==> config.mk <==
export PLATFORM = sky130hd
export DESIGN_NAME = fix2flt_unit
export DESIGN_NICKNAME = d
export VERILOG_FILES = /design/src/rtl/fix2flt_unit.sv
export SDC_FILE = /design/constraint.sdc
export NUM_CORES = 1
export LEC_CHECK = 0
export ABC_AREA = 1
export ABC_CLOCK_PERIOD_IN_PS = 2200
export CELL_PAD_IN_SITES_DETAIL_PLACEMENT = 2
export CELL_PAD_IN_SITES_GLOBAL_PLACEMENT = 2
export CORE_MARGIN = 2
export CORE_UTILIZATION = 31
export CTS_CLUSTER_DIAMETER = 60
export CTS_CLUSTER_SIZE = 28
export DETAILED_ROUTE_END_ITERATION = 16
export PLACE_DENSITY_LB_ADDON = 0.1
export SETUP_SLACK_MARGIN = 0.02
export SLEW_MARGIN = 10
export SYNTH_ARGS = -nofsm -noshare
export SYNTH_HDL_FRONTEND = slang
export SYNTH_SLANG_ARGS = --single-unit
==> constraint.sdc <==
create_clock -name Clk -period 2.2 [get_ports Clk]
set_clock_uncertainty 0.2 [all_clocks]
set_input_delay 0.33 -clock Clk [delete_from_list [all_inputs] [get_ports Clk]]
set_output_delay 0.33 -clock Clk [all_outputs]
set_load 0.01 [all_outputs]
==> src/rtl/fix2flt_unit.sv <==
// Sequential signed 8.8 fixed-point to IEEE-754 half-float converter.
// Reads the source word from byte memory, normalises iteratively and writes the half back.
module fix2flt_unit #(
  parameter int                ADDR_W   = 8,
  parameter logic [ADDR_W-1:0] SRC_ADDR = ADDR_W'(6),
  parameter logic [ADDR_W-1:0] DST_ADDR = ADDR_W'(8)
) (
  input  logic              Clk,
  input  logic              Reset,
  input  logic              Start,
  output logic              Done,
  output logic              Busy,
  output logic [ADDR_W-1:0] MemAddr,
  output logic              MemWrEn,
  output logic [7:0]        MemWrData,
  input  logic [7:0]        MemRdData
);

  typedef enum logic [2:0] {
    S_IDLE  = 3'd0,
    S_RD_LO = 3'd1,
    S_RD_HI = 3'd2,
    S_ABS   = 3'd3,
    S_NORM  = 3'd4,
    S_WR_LO = 3'd5,
    S_WR_HI = 3'd6,
    S_DONE  = 3'd7
  } state_t;

  localparam logic [ADDR_W-1:0] ADDR_ONE = {{(ADDR_W-1){1'b0}}, 1'b1};
  localparam logic [ADDR_W-1:0] SRC_HI   = SRC_ADDR + ADDR_ONE;
  localparam logic [ADDR_W-1:0] DST_HI   = DST_ADDR + ADDR_ONE;

  state_t            r_state;
  logic [7:0]        r_lo;
  logic [7:0]        r_hi;
  logic              r_sign;
  logic              r_zero;
  logic [15:0]       r_mag;
  logic [3:0]        r_shift;
  logic              r_done;
  logic              r_busy;
  logic [ADDR_W-1:0] r_mem_addr;
  logic              r_wr_en;
  logic [7:0]        r_wr_data;

  logic [15:0] w_x;
  logic [15:0] w_neg;
  logic [15:0] w_f;

  // Exponent is 22 minus the shift count, so a normalised magnitude never over/underflows.
  function automatic logic [15:0] pack_half(input logic        sign,
                                            input logic        zero,
                                            input logic [15:0] mag,
                                            input logic [3:0]  s);
    logic [4:0] exp_v;
    exp_v = 5'd22 - {1'b0, s};
    if (zero) begin
      return 16'h0000;
    end else begin
      return {sign, exp_v, mag[14:5]};
    end
  endfunction

  // Datapath combinational helpers: source word, its negation and the packed result.
  always_comb begin
    w_x   = {r_hi, r_lo};
    w_neg = 16'd0 - w_x;
    w_f   = pack_half(r_sign, r_zero, r_mag, r_shift);
  end

  // Control FSM with registered memory-bus and handshake outputs.
  always_ff @(posedge Clk) begin
    if (Reset) begin
      r_state    <= S_IDLE;
      r_lo       <= 8'd0;
      r_hi       <= 8'd0;
      r_sign     <= 1'b0;
      r_zero     <= 1'b0;
      r_mag      <= 16'd0;
      r_shift    <= 4'd0;
      r_done     <= 1'b0;
      r_busy     <= 1'b0;
      r_mem_addr <= '0;
      r_wr_en    <= 1'b0;
      r_wr_data  <= 8'd0;
    end else begin
      r_mem_addr <= '0;
      r_wr_en    <= 1'b0;
      r_wr_data  <= 8'd0;
      case (r_state)
        S_IDLE, S_DONE: begin
          if (Start) begin
            r_state    <= S_RD_LO;
            r_done     <= 1'b0;
            r_busy     <= 1'b1;
            r_mem_addr <= SRC_ADDR;
          end else begin
            r_state <= r_state;
          end
        end
        S_RD_LO: begin
          r_lo       <= MemRdData;
          r_mem_addr <= SRC_HI;
          r_state    <= S_RD_HI;
        end
        S_RD_HI: begin
          r_hi    <= MemRdData;
          r_state <= S_ABS;
        end
        S_ABS: begin
          // Unsigned 16-bit magnitude: 0x8000 negates to itself, which is the right value.
          r_sign  <= w_x[15];
          r_mag   <= w_x[15] ? w_neg : w_x;
          r_zero  <= (w_x == 16'd0);
          r_shift <= 4'd0;
          r_state <= S_NORM;
        end
        S_NORM: begin
          if (r_zero || r_mag[15]) begin
            r_state    <= S_WR_LO;
            r_mem_addr <= DST_ADDR;
            r_wr_en    <= 1'b1;
            r_wr_data  <= w_f[7:0];
          end else begin
            r_mag   <= {r_mag[14:0], 1'b0};
            r_shift <= r_shift + 4'd1;
          end
        end
        S_WR_LO: begin
          r_state    <= S_WR_HI;
          r_mem_addr <= DST_HI;
          r_wr_en    <= 1'b1;
          r_wr_data  <= w_f[15:8];
        end
        S_WR_HI: begin
          r_state <= S_DONE;
          r_done  <= 1'b1;
          r_busy  <= 1'b0;
        end
        default: begin
          r_state <= S_IDLE;
          r_done  <= 1'b0;
          r_busy  <= 1'b0;
        end
      endcase
    end
  end

  assign Done      = r_done;
  assign Busy      = r_busy;
  assign MemAddr   = r_mem_addr;
  assign MemWrEn   = r_wr_en;
  assign MemWrData = r_wr_data;

endmodule

==> flow_metrics.tcl <==
set metrics [dict create \
    outcome "completed" \
    synth-seq-cells 55 \
    cts_max_level 2 \
    critPathRequiredTime_ps 2210 \
    final_layout_size_suffix_gt1_share_pct 8.38 \
    fillers 993 \
    io_buffers 25 \
    grt_usage_pct 20.0 \
    fin_setup_tns_ps 0 \
    mostFrequentLayoutCell "a21oi_1" \
    crit_arrival_ps 1950 \
    cts.sinks 55 \
    initial_core_util_pct 31.5 \
    path_buf_inv 3 \
    path_delay_family "simple AND/OR/NAND/NOR gates" \
    maxCapViolations 0 \
    drtIter0Drc 72 \
    via_per_inst 5.06 \
    report.final.slew_viol_count 0 \
    vdd_ir_drop_max_mv 0.295 \
    synth_warnings 0 \
    num_rows 33 \
    yosys.area.top_type "dfxtp_1" \
    final_hold_viol_count 0 \
    area_growth_pct 16.1 \
    netlist-cell-type-count 32 \
    final_nets 382 \
    synth-seq-area-share_pct 43.2 \
    gr-total-overflow 0 \
    die_w_um 94.6 \
    ant_nets 0 \
    synthDominantCellAreaShare_pct 43.2 \
    die_height_um 94.6 \
    wl_per_cell_um 17.1 \
    min_period_over_period_pct 88.3 \
    grt_first_pass_wirelength_mm 13.8 \
    grt_util_met3_pct 2.71 \
    drc 0 \
    finalWeightedCongestion 0.804 \
    leakage_uw 0.00115 \
    hold_class "reg -> reg" \
    ios 30 \
    synthCells 346 \
    path_cells "inv_2, nor2_4, nand2_4, inv_4, nand2_4, nand2_4, inv_4, a21oi_1, a21oi_1" \
    finalWorstPathRequiredPeriod_ps 1940 \
    hold_buffers 0 \
    clock_latency_ps 320 \
    setup_viol 0 \
    cellPowerDensity_nw_per_um2 951 \
    crit_path_max_incr_delay_ps 510 \
    met2_usage_pct 31.9 \
    cts_buffers 5 \
    syn_area_per_cell_sq_um 7.36 \
    cts_buffer_depth 2 \
    cts.clk_slew.worst_paths_ps 110 \
    post-cts-setup-buffers 0 \
    coreArea_sq_um 8090 \
    cts_resized 0 \
    cp_max_fo 18 \
    yosys-top-cells-area "dfxtp_1 43%, a21oi_1 11%, o21ai_0 8.5%, nand2_1 7.5%, nand3_1 4.9%" \
    dr.pass1.iters 4 \
    antenna_found_initial 0 \
    syn_area_sq_um 2550 \
    grt_max_degree 19 \
    met1_usage_pct 28.7 \
    slowest_stage "dfxtp_1" \
    rsz0062_at_grt "no" \
    antennaDiodeCount 0 \
    ctsRootBufferMaster "clkbuf_8" \
    fmax_mhz 515 \
    dp_hpwl_mm 6.30 \
    end_kind "register" \
    vias 2405 \
    crit_type "reg -> reg" \
    cpMostUsedCell "nand2_4" \
    routed_wl_mm 8.12 \
    critPathLaunchType "register" \
    die_area_sq_um 8950 \
    busiest_layer "met2" \
    cts_tree "done" \
    final_cell_mix "56 x a21oi_1, 55 x dfxtp_1, 51 x nand2_1" \
    grt_pass1_vias 2507 \
    fin_util_pct 36.5 \
]
-- cell families after synthesis --
| kind of cell | after synthesis | share of synthesized area, % |
|---|---|---|
| buf+inv | 50 | 9.58 |
| other cells | 1 | 0.147 |
| compound gates | 115 | 24.3 |
| xor+xnor | 2 | 0.688 |
| simple gates | 121 | 21.1 |
| fa+ha+maj | 2 | 0.983 |
| flops | 55 | 43.2 |
-- path summary, 6_finish.rpt --
path	startpoint	endpoint	slack [ps]	cells past startpoint
worst max-delay path	r_state[2]	r_mag[11]	260	9
worst min-delay path	Busy	Busy	280	2
worst max register to register	r_state[2]	r_mag[11]	260	9
worst min register to register	Busy	Busy	280	2
-- report_power, final --
group / total (uW) / leakage [uW] / switching [uW] / internal [uW]
logic: 945 / 0.000654 / 647 / 297
clock network: 594 / 0.0000454 / 364 / 230
registers: 1270 / 0.000448 / 132 / 1140
total: 2810 / 0.00115 / 1140 / 1670
-- Yosys cell counts, drive strengths merged --
| cell type | number |
|---|---|
| inv | 32 |
| nor2 | 36 |
| a22oi | 5 |
| conb | 1 |
| nand2 | 55 |
| ha | 2 |
| xnor2 | 1 |
| clkbuf | 5 |
| nand3b | 2 |
| xor2 | 1 |
| buf | 13 |
| nand3 | 25 |
| nand4 | 2 |
| o21ai | 44 |
| a211oi | 1 |
| a21oi | 62 |
| dfxtp | 55 |
| a31oi | 2 |
| nor3 | 1 |
| o211ai | 1 |
-- flip-flops by register name, summed over array words and instances, names as in the netlist --
register / count
r_zero: 1
r_sign: 1
MemWrEn: 1
r_lo: 8
r_shift: 4
r_mag: 16
r_hi: 8
Done: 1
Busy: 1
MemWrData: 8
r_state: 3
MemAddr: 3
-- routing by layer --
layer,vias to the layer above,share of wire (%)
met5,-,0
li1,1194,-
met4,0,0.73
met2,30,46
met3,6,2.7
met1,1175,50
-- final cells by class --
class / instances / area (sq um) / share of cell area, %
inverters: 32 / 125 / 4.23
repair buffers: 31 / 295 / 9.99
well taps: 105 / 131 / 4.45
flip-flops and latches: 55 / 1100 / 37.3
clock inverters: 2 / 17.5 / 0.593
clock buffers: 6 / 72.6 / 2.46
multi-input cells: 244 / 1210 / 41.0
-- tightest hold or removal path: stages, from the launching register on --
cell	delay (ps)
dfxtp_1	330
inv_1	50
a211oi_1	60
-- per-stage QoR --
stage                     cell area (sq um)  total power [uW]  hold slack (ps)  instances  setup WS [ps]
after floorplan                        2560              1930              199        349            629
after global placement                 2870              2210              260        467            372
after detailed placement               2870              2240              258        467            282
after CTS                              2960              2840              282        475            241
after global routing                   2960              3040              311        475           85.9
final                                  2960              2810              277        475            258
Power figures use the tool's default switching activity.
==> variant (config.mk and constraints unchanged) <==
Reset style: asynchronous (`Reset`), changed in one clocked block.
--- a/src/rtl/fix2flt_unit.sv
+++ b/src/rtl/fix2flt_unit.sv
@@ -72,3 +72,3 @@
   // Control FSM with registered memory-bus and handshake outputs.
-  always_ff @(posedge Clk) begin
+  always_ff @(posedge Clk or posedge Reset) begin
     if (Reset) begin
Formal check against the unedited RTL: differs if Reset is asserted again (counterexample within 4 cycles, from zero or initial values and one cycle with Reset high); with Reset held inactive, the same outputs for 10 cycles.
==> variant against the original RTL <==
Sequential cell count stayed put. Core utilization is 0.42 points higher. Final area is 9.5% higher. Area after synthesis is 10% higher. Critical endpoint is now r_mag[3]. Largest cell class is now flip-flops and latches. Wire length is 4.2% lower. Die area is 9.7% higher. Worst setup slack worse by 0.014 ns.
Power is not compared: it rests on default switching activity, and its combinational part moved more than twofold at a synthesized area within 25%.
==> variant: results (changes against the original RTL) <==
* HP Class: primary input to asynchronous set/reset pin
* Top post-synthesis cells by area: dfrtp_1 (49%), nand2_1 (14%), o21ai_0 (6.2%)
* Crit-path max FO at 28 (+10)
* Fraction of synthesized cell area in xor and xnor cells at 0.937% (+0.25 points)
* Post-Synth Adder-Cell Area at 0.892% (-0.090 points)
* Status: completed
* Cell count after placement at 481 (+3.0%)
* Met2 usage at 28.4% (-3.5 points)
* Total track usage at 17.6% (-2.4 points)
* Largest net degree at the start of global routing at 31 (+12)
* Share of cells above drive strength 1 at 7.61% (-0.77 points)
* Critical Path Source: r_state[0]
* Final-stage net count at 393 (+2.9%)
* Via-to-Cell Ratio at 4.88 (-3.5%)
* Ys flop type: dfrtp_1
* DR iter-0 viols at 83 (+15%)
* DP Wirelength at 6.10 mm (-3.3%)
* Vias post-DR at 2,388 (-0.71%)
* Post-synthesis sequential area ratio at 49.1% (+5.8 points)
* Die footprint at 0.00982 mm2 (+9.7%)
* Syn_area_per_cell at 7.94 um2 (+7.9%)
* Synth top cells by count: nand2_1 (101), dfrtp_1 (55), inv_1 (37)
* Top delay family on crit path: flip-flops
* Routing usage on met1 at 24.9% (-3.8 points)
* Vias in the first global route at 2,483 (-0.96%)
* Routing usage on met3 at 2.53% (-0.18 points)
variant: cell count changes after synthesis, moves of 6 or more:
cell,change
a21oi_1,-44
buf_2,+6
dfrtp_1,+55
dfxtp_1,-55
inv_1,+10
nand2_1,+50
o21ai_0,-8
variant: area by class of cell:
class / count / area, um2
clock buffers: 6 / 72.6
fillers: 1029 / 5530
clock inverters: 2 / 12.5
flip-flops and latches: 55 / 1380
well taps: 108 / 135
inverters: 38 / 148
repair buffers: 37 / 340
multi-input cells: 243 / 1150
variant: per-layer routing:
| layer | share of wire [%] | routed length, um | vias up |
|---|---|---|---|
| met5 | 0 | 0 | - |
| met4 | 1.6 | 121 | 0 |
| met3 | 2.5 | 191 | 10 |
| met2 | 47 | 3650 | 35 |
| met1 | 49 | 3820 | 1165 |
| li1 | - | - | 1178 |
variant: metrics by stage:
stage | utilization [%] | cell area [um2] | setup WS, ns | total power [mW] | hold WS (ns)
final | 36.9 | 3240 | 0.244 | 4.66 | 0.183
after floorplan | - | 2820 | 0.327 | 3.39 | 0.247
after global routing | 36.9 | 3240 | 0.0587 | 5.19 | 0.221
after detailed placement | 35.9 | 3150 | 0.169 | 4.16 | 0.278
after global placement | 35.9 | 3150 | 0.230 | 4.06 | 0.266
after CTS | 36.9 | 3230 | 0.138 | 4.76 | 0.194
variant: worst reg2reg max path, stage by stage, from the launching register on:
cell,delay (ns)
dfrtp_1,0.50
nor2_4,0.17
nand2_2,0.09
clkinv_4,0.14
nand2_4,0.07
o21ai_2,0.06
buf_4,0.32
a21oi_1,0.08
o21ai_0,0.09
o21ai_0,0.12
variant: timing repair:
item	CTS	global route
hold buffers	0	0
setup endpoints to repair	0	2
resized for setup	0	1
